$ cat config.mk
export PLATFORM = sky130hd
export DESIGN_NAME = controlador_alertas_flat
export DESIGN_NICKNAME = d
export VERILOG_FILES = /design/src/rtl/alertas_pkg.sv /design/src/rtl/controlador_alertas_if.sv /design/src/rtl/controlador_alertas_divisor_pisca.sv /design/src/rtl/controlador_alertas.sv /design/src/flat_wrapper.sv
export SDC_FILE = /design/constraint.sdc
export NUM_CORES = 1
export LEC_CHECK = 0
export CORE_MARGIN = 2
export CORE_UTILIZATION = 60
export CTS_CLUSTER_SIZE = 24
export DETAILED_ROUTE_END_ITERATION = 8
export PLACE_DENSITY = 0.79
export SLEW_MARGIN = 20
export SYNTH_ARGS = -nofsm -noshare
export SYNTH_HDL_FRONTEND = slang
export SYNTH_SLANG_ARGS = --single-unit
$ cat constraint.sdc
create_clock -name clk -period 2.19 [get_ports clk]
set_input_delay 0.438 -clock clk [delete_from_list [all_inputs] [get_ports clk]]
set_output_delay 0.438 -clock clk [all_outputs]
set_load 0.005 [all_outputs]
$ cat src/rtl/alertas_pkg.sv
// Shared types and constants for the alert controller: FSM states, class
// indices, per-class RGB on-codes and the class-mask helper.
package alertas_pkg;

  typedef enum logic [2:0] {
    ST_IDLE    = 3'd0,
    ST_CRITICO = 3'd1,
    ST_AVISO   = 3'd2,
    ST_INFO    = 3'd3,
    ST_PAUSA   = 3'd4
  } estado_t;

  localparam int CRITICO = 2;
  localparam int AVISO   = 1;
  localparam int INFO    = 0;

  // RGB codes are packed {vermelho, verde, azul}
  localparam logic [2:0] RGB_CRITICO = 3'b100;
  localparam logic [2:0] RGB_AVISO   = 3'b110;
  localparam logic [2:0] RGB_INFO    = 3'b001;

  function automatic logic [2:0] mascara_classe(input estado_t e);
    case (e)
      ST_CRITICO: return 3'b100;
      ST_AVISO:   return 3'b010;
      ST_INFO:    return 3'b001;
      default:    return 3'b000;
    endcase
  endfunction

endpackage

$ cat src/rtl/controlador_alertas_if.sv
// Request/indicator bundle of the alert controller; master drives requests,
// slave (the controller) drives LEDs, buzzer, busy and ack.
interface controlador_alertas_if;
  logic       req_critico;
  logic       req_aviso;
  logic       req_info;
  logic       silenciar;
  logic       led_vermelho;
  logic       led_verde;
  logic       led_azul;
  logic       buzzer;
  logic       ocupado;
  logic [2:0] ack;

  modport master (
    output req_critico, req_aviso, req_info, silenciar,
    input  led_vermelho, led_verde, led_azul, buzzer, ocupado, ack
  );

  modport slave (
    input  req_critico, req_aviso, req_info, silenciar,
    output led_vermelho, led_verde, led_azul, buzzer, ocupado, ack
  );
endinterface

$ cat src/rtl/controlador_alertas_divisor_pisca.sv
// Blink half-period counter: counts 0..LIMITE-1 while enabled, flags the
// terminal cycle and restarts from zero on request.
module divisor_pisca #(
  parameter int LIMITE = 25000000
) (
  input  logic clk,
  input  logic rst,
  input  logic habilita_i,
  input  logic reiniciar_i,
  output logic fim_o
);

  localparam int W = (LIMITE > 1) ? $clog2(LIMITE) : 1;
  localparam logic [W-1:0] ULT = W'(LIMITE - 1);

  logic [W-1:0] cont_q;

  assign fim_o = habilita_i && !reiniciar_i && (cont_q == ULT);

  always_ff @(posedge clk or posedge rst) begin
    if (rst) begin
      cont_q <= {W{1'b0}};
    end else if (reiniciar_i) begin
      cont_q <= {W{1'b0}};
    end else if (habilita_i) begin
      if (fim_o) begin
        cont_q <= {W{1'b0}};
      end else begin
        cont_q <= cont_q + W'(1);
      end
    end else begin
      cont_q <= cont_q;
    end
  end

endmodule

$ cat src/rtl/controlador_alertas.sv
// Prioritised alert sequencer: latches requests into pending flags, plays
// blink sequences on the RGB LED/buzzer, pauses between runs and acks.
module controlador_alertas
  import alertas_pkg::*;
#(
  parameter int MEIO_PERIODO = 25000000,
  parameter int N_PISCADAS   = 3,
  parameter int PAUSA        = 25000000
) (
  input  logic                  clk,
  input  logic                  rst,
  controlador_alertas_if.slave  bus
);

  localparam int W_MEIA  = (2 * N_PISCADAS > 1) ? $clog2(2 * N_PISCADAS) : 1;
  localparam int W_PAUSA = (PAUSA > 1) ? $clog2(PAUSA) : 1;
  localparam logic [W_MEIA-1:0]  MEIA_ULT  = W_MEIA'(2 * N_PISCADAS - 1);
  localparam logic [W_PAUSA-1:0] PAUSA_ULT = W_PAUSA'(PAUSA - 1);

  estado_t              estado_q;
  logic [W_MEIA-1:0]    meia_q;
  logic [W_PAUSA-1:0]   pausa_q;
  logic [2:0]           pend_q;
  logic [2:0]           ack_q;
  logic [2:0]           req_s;
  logic [2:0]           rgb_s;
  logic                 buzzer_on_s;
  logic                 em_seq_s;
  logic                 preempcao_s;
  logic                 reiniciar_s;
  logic                 fim_meia_s;

  assign req_s = {bus.req_critico, bus.req_aviso, bus.req_info};

  always_comb begin
    em_seq_s    = (estado_q == ST_CRITICO) || (estado_q == ST_AVISO) || (estado_q == ST_INFO);
    preempcao_s = em_seq_s && (estado_q != ST_CRITICO) && pend_q[CRITICO];
    // Held at zero outside a sequence so every entry starts a fresh ON half
    reiniciar_s = !em_seq_s || preempcao_s;
  end

  divisor_pisca #(.LIMITE(MEIO_PERIODO)) u_divisor (
    .clk         (clk),
    .rst         (rst),
    .habilita_i  (em_seq_s),
    .reiniciar_i (reiniciar_s),
    .fim_o       (fim_meia_s)
  );

  always_ff @(posedge clk or posedge rst) begin
    if (rst) begin
      estado_q <= ST_IDLE;
      meia_q   <= {W_MEIA{1'b0}};
      pausa_q  <= {W_PAUSA{1'b0}};
      pend_q   <= 3'b000;
      ack_q    <= 3'b000;
    end else begin
      ack_q <= 3'b000;
      case (estado_q)
        ST_IDLE: begin
          meia_q  <= {W_MEIA{1'b0}};
          pausa_q <= {W_PAUSA{1'b0}};
          if (pend_q[CRITICO]) begin
            estado_q <= ST_CRITICO;
            pend_q   <= (pend_q & 3'b011) | req_s;
          end else if (pend_q[AVISO]) begin
            estado_q <= ST_AVISO;
            pend_q   <= (pend_q & 3'b101) | req_s;
          end else if (pend_q[INFO]) begin
            estado_q <= ST_INFO;
            pend_q   <= (pend_q & 3'b110) | req_s;
          end else begin
            pend_q <= pend_q | req_s;
          end
        end
        ST_CRITICO, ST_AVISO, ST_INFO: begin
          if (preempcao_s) begin
            // Aborted class is re-flagged so it replays once critico is done
            estado_q <= ST_CRITICO;
            meia_q   <= {W_MEIA{1'b0}};
            pend_q   <= (pend_q & 3'b011) | mascara_classe(estado_q) | req_s;
          end else if (fim_meia_s) begin
            pend_q <= pend_q | req_s;
            if (meia_q == MEIA_ULT) begin
              estado_q <= ST_PAUSA;
              meia_q   <= {W_MEIA{1'b0}};
              ack_q    <= mascara_classe(estado_q);
            end else begin
              meia_q <= meia_q + W_MEIA'(1);
            end
          end else begin
            pend_q <= pend_q | req_s;
          end
        end
        ST_PAUSA: begin
          pend_q <= pend_q | req_s;
          if (pausa_q == PAUSA_ULT) begin
            estado_q <= ST_IDLE;
            pausa_q  <= {W_PAUSA{1'b0}};
          end else begin
            pausa_q <= pausa_q + W_PAUSA'(1);
          end
        end
        default: begin
          estado_q <= ST_IDLE;
          meia_q   <= {W_MEIA{1'b0}};
          pausa_q  <= {W_PAUSA{1'b0}};
          pend_q   <= 3'b000;
        end
      endcase
    end
  end

  // Even half index is the ON half
  always_comb begin
    rgb_s       = 3'b000;
    buzzer_on_s = 1'b0;
    if (em_seq_s && (meia_q[0] == 1'b0)) begin
      case (estado_q)
        ST_CRITICO: begin
          rgb_s       = RGB_CRITICO;
          buzzer_on_s = 1'b1;
        end
        ST_AVISO: rgb_s = RGB_AVISO;
        ST_INFO:  rgb_s = RGB_INFO;
        default:  rgb_s = 3'b000;
      endcase
    end else begin
      rgb_s = 3'b000;
    end
  end

  assign bus.led_vermelho = rgb_s[2];
  assign bus.led_verde    = rgb_s[1];
  assign bus.led_azul     = rgb_s[0];
  assign bus.buzzer       = buzzer_on_s & ~bus.silenciar;
  assign bus.ocupado      = (estado_q != ST_IDLE);
  assign bus.ack          = ack_q;

endmodule
$ cat src/flat_wrapper.sv
// flat-port wrapper written by rule: the top's interface ports become plain ports
module controlador_alertas_flat import alertas_pkg::*;
#(
  parameter int MEIO_PERIODO = 25000000,
  parameter int N_PISCADAS   = 3,
  parameter int PAUSA        = 25000000
)
  (clk, rst, bus_req_critico, bus_req_aviso, bus_req_info, bus_silenciar, bus_led_vermelho, bus_led_verde, bus_led_azul, bus_buzzer, bus_ocupado, bus_ack);
  controlador_alertas_if bus_i ();
  input  logic clk;
  input  logic rst;
  input wire logic [$bits(bus_i.req_critico)-1:0] bus_req_critico;
  input wire logic [$bits(bus_i.req_aviso)-1:0] bus_req_aviso;
  input wire logic [$bits(bus_i.req_info)-1:0] bus_req_info;
  input wire logic [$bits(bus_i.silenciar)-1:0] bus_silenciar;
  output wire logic [$bits(bus_i.led_vermelho)-1:0] bus_led_vermelho;
  output wire logic [$bits(bus_i.led_verde)-1:0] bus_led_verde;
  output wire logic [$bits(bus_i.led_azul)-1:0] bus_led_azul;
  output wire logic [$bits(bus_i.buzzer)-1:0] bus_buzzer;
  output wire logic [$bits(bus_i.ocupado)-1:0] bus_ocupado;
  output wire logic [$bits(bus_i.ack)-1:0] bus_ack;
  assign bus_i.req_critico = bus_req_critico;
  assign bus_i.req_aviso = bus_req_aviso;
  assign bus_i.req_info = bus_req_info;
  assign bus_i.silenciar = bus_silenciar;
  assign bus_led_vermelho = bus_i.led_vermelho;
  assign bus_led_verde = bus_i.led_verde;
  assign bus_led_azul = bus_i.led_azul;
  assign bus_buzzer = bus_i.buzzer;
  assign bus_ocupado = bus_i.ocupado;
  assign bus_ack = bus_i.ack;
  controlador_alertas #(.MEIO_PERIODO(MEIO_PERIODO), .N_PISCADAS(N_PISCADAS), .PAUSA(PAUSA)) u_core (.clk(clk), .rst(rst), .bus(bus_i));
endmodule
==> run_results.csv, run 1 <==
group,metric,value,unit
status,status,"complete, no violations",
setup_path,path_class,"reg -> reg",
timing,period_minus_slack,2.10,ns
floorplanning,rows,27,
routing,drtPass1Iterations,4,
worst_hold_path,min_path_type,"in -> async",
cells_and_area,diodes,0,
clock_tree,numCtsBuffers,9,
floorplanning,coreArea,0.00544,mm2
cells_and_area,fillers,388,
synth,synth_top_cell_by_area,"dfrtp_1",
synth,synth_seq_area_share,46.4,%
synth,ys_types,56,
grt,grt_max_degree,63,
setup_path,cp_max_fo,7,
setup_path,cp-end-kind,"flop",
placed_design,gp_congestion,0.848,
cells_and_area,area_delta_synth_final,18.8,%
setup_path,cp.required,2.40,ns
routing,ant_nets,0,
clock_tree,clkTransAtPathRegs,0.07,ns
cells_and_area,multi_input_area,0.00170,mm2
power_and_ir_drop,cellPowerDensity,952,mW/mm2
clock_tree,cts_num_sinks,62,
clock_tree,tritoncts,"built",
clock_tree,cts_root_buffer,"clkbuf_8",
synth,netlist_area,0.00335,mm2
routing,via_per_inst,6.23,
routing,drt_iter0_drc,193,
timing,rsz0062_at_grt,"no",
timing,fmax,477,MHz
routing,dr_total_vias,2946,
run,maxCapViolCount,0,
clock_tree,clk_latency,0.35,ns
floorplanning,dieArea,0.00619,mm2
synth,avgSynthCellArea,9.19,um2
floorplanning,die_h,78.7,um
floorplanning,initial_core_util,61.5,%
grt,grt_pass1_wl,12900,um
setup_path,worstPathArrival,2.31,ns
timing,timing.final.max_slew_violations,0,
synth,synth_most_common_cell,"dfrtp_1",
synth,ys.flop_type,"dfrtp_1",
synth,synth_top_area_share,46.4,%
synth,synth_nets,372,
power_and_ir_drop,ir_drop,822,uV
grt,overflow,0,
timing,finalSetupViolCount,0,
synth,synth_common_cells,"62 x dfrtp_1, 38 x nand2_1, 37 x nor2_1",
clock_tree,holdBufCountCts,0,
synth,synth-edff-count,0,
timing,finalClockSkew,0.0122,ns
timing,finalHoldViolations,0,
power_and_ir_drop,total_power,3.78,mW
grt,antenna_found_initial,0,
routing,drc,0,
placed_design,hpwlAfterDp,4930,um
timing,fin_crit_sh,95.7,%
grt,track_usage,26.9,%
cells_and_area,seqCellArea,0.00156,mm2
clock_tree,h-tree-depth,3,
routing,wire_per_inst,16.1,um
floorplanning,ios,14,
cells_and_area,fin_nets,404,
synth,syn-instance-count,364,
setup_path,critPathLaunchType,"flop",
floorplanning,die_w,78.7,um
cells_and_area,drive_gt1_share,16.0,%
grt,grt_pass1_vias,2675,
timing,worstMarginPinSlew,0.442,ns
power_and_ir_drop,p_leak,1.68,nW
placed_design,io_buffers,13,
timing,slew_headroom,70.3,%
clock_tree,clock_path_buffers,2,
synth,synth_warnings,0,
timing,tns,0,ns
synth,synth_top_cells_by_area,"dfrtp_1 46%, xnor2_1 4.5%, nand2_1 4.3%",
synth,ys_seq_elements,62,
routing,wirelength,7620,um
synth,synthArstFlopShare,100,%
[power breakdown]
part / total (mW) / internal, mW / switching (mW) / leakage [nW]
Combinational: 1.29 / 0.549 / 0.746 / 0.721
Clock: 1.14 / 0.674 / 0.468 / 0.113
Sequential: 1.34 / 1.24 / 0.108 / 0.843
[worst paths after layout]
check	start	to	slack, ns	cells after the start
min in group clk	u_core.u_divisor.cont_q[0]	u_core.u_divisor.cont_q[0]	0.48	1
setup / recovery	u_core.pausa_q[9]	u_core.pausa_q[23]	0.09	6
hold reg to reg	u_core.u_divisor.cont_q[0]	u_core.u_divisor.cont_q[0]	0.48	1
max in group asynchronous	rst	u_core.estado_q[1]	1.43	3
setup reg to reg	u_core.pausa_q[9]	u_core.pausa_q[23]	0.09	6
hold / removal	rst	u_core.u_divisor.cont_q[18]	0.46	3
[through the flow]
| step | area (um2) | util (%) | std cells | worst slack [ns] | hold WS (ns) |
|---|---|---|---|---|---|
| 6_report | 3970 | 73.1 | 473 | 0.0949 | 0.457 |
| 5_1_grt | 3970 | 73.1 | 473 | 0.0119 | 0.510 |
| 4_1_cts | 3930 | 72.2 | 471 | 0.0212 | 0.477 |
| 3_5_place_dp | 3660 | 67.4 | 451 | 0.0806 | 0.468 |
| 3_3_place_gp | 3660 | 67.4 | 451 | 0.156 | 0.468 |
| 2_1_floorplan | 3350 | - | 364 | 0.180 | 0.448 |
[repair_timing]
action,in CTS,in global routing
endpoints found under the setup margin,3,24
resized for setup,5,7
setup buffers,4,2
endpoints found under the hold margin,0,0
[sequential cells by signal (all words and copies together), names as in the netlist]
name,flops
u_core.bus.ack,3
u_core.estado_q,3
u_core.u_divisor.cont_q,25
u_core.pausa_q,25
u_core.meia_q,3
u_core.pend_q,3
[logic make-up after synthesis]
group | after synthesis | share of synthesized area [%]
simple gates | 167 | 26.4
buf+inv | 30 | 3.78
xor+xnor | 30 | 7.85
fa+ha+maj | 2 | 0.748
compound gates | 73 | 14.8
flops | 62 | 46.4
[cell usage in the layout, fill, tap and decap left out, types with 11 or more instances in the layout]
| cell | netlist | final |
|---|---|---|
| xor2_1 | 13 | 13 |
| nand3_1 | 18 | 18 |
| buf_4 | 0 | 25 |
| xnor2_1 | 17 | 17 |
| dfrtp_1 | 62 | 59 |
| and3_1 | 11 | 11 |
| o21ai_0 | 19 | 19 |
| nand2_1 | 38 | 37 |
| nor2_1 | 37 | 37 |
| a21oi_1 | 13 | 13 |
[final cells by class]
cell class / instances / area share (%)
repair buffers: 40 / 9.10
clock buffers: 11 / 3.56
inverters: 11 / 1.04
well taps: 72 / 2.27
clock inverters: 5 / 2.08
flip-flops and latches: 62 / 39.1
multi-input cells: 272 / 42.8
[routing by layer]
layer	vias up	GRT usage, %	share of wire, %
met5	-	0	0
met2	106	41.5	46
li1	1378	-	-
met4	0	10.2	1.9
met1	1446	37.1	46
met3	16	6.09	6.0
[critical path, cell delays in order (launching register included)]
cell and delay [ns]:
dfrtp_1 0.45, nor4_2 0.33, nand4_2 0.20, o41a_1 0.56
buf_4 0.21, a31oi_1 0.16, a31oi_1 0.06
Note: power is estimated with default switching activity, not from simulation.
==> run 2: changes to the inputs <==
- GPL_ROUTABILITY_DRIVEN: not set -> 0
==> results of run 2 <==
No change in the layout: final DEF, timing and power equal those of run 1.
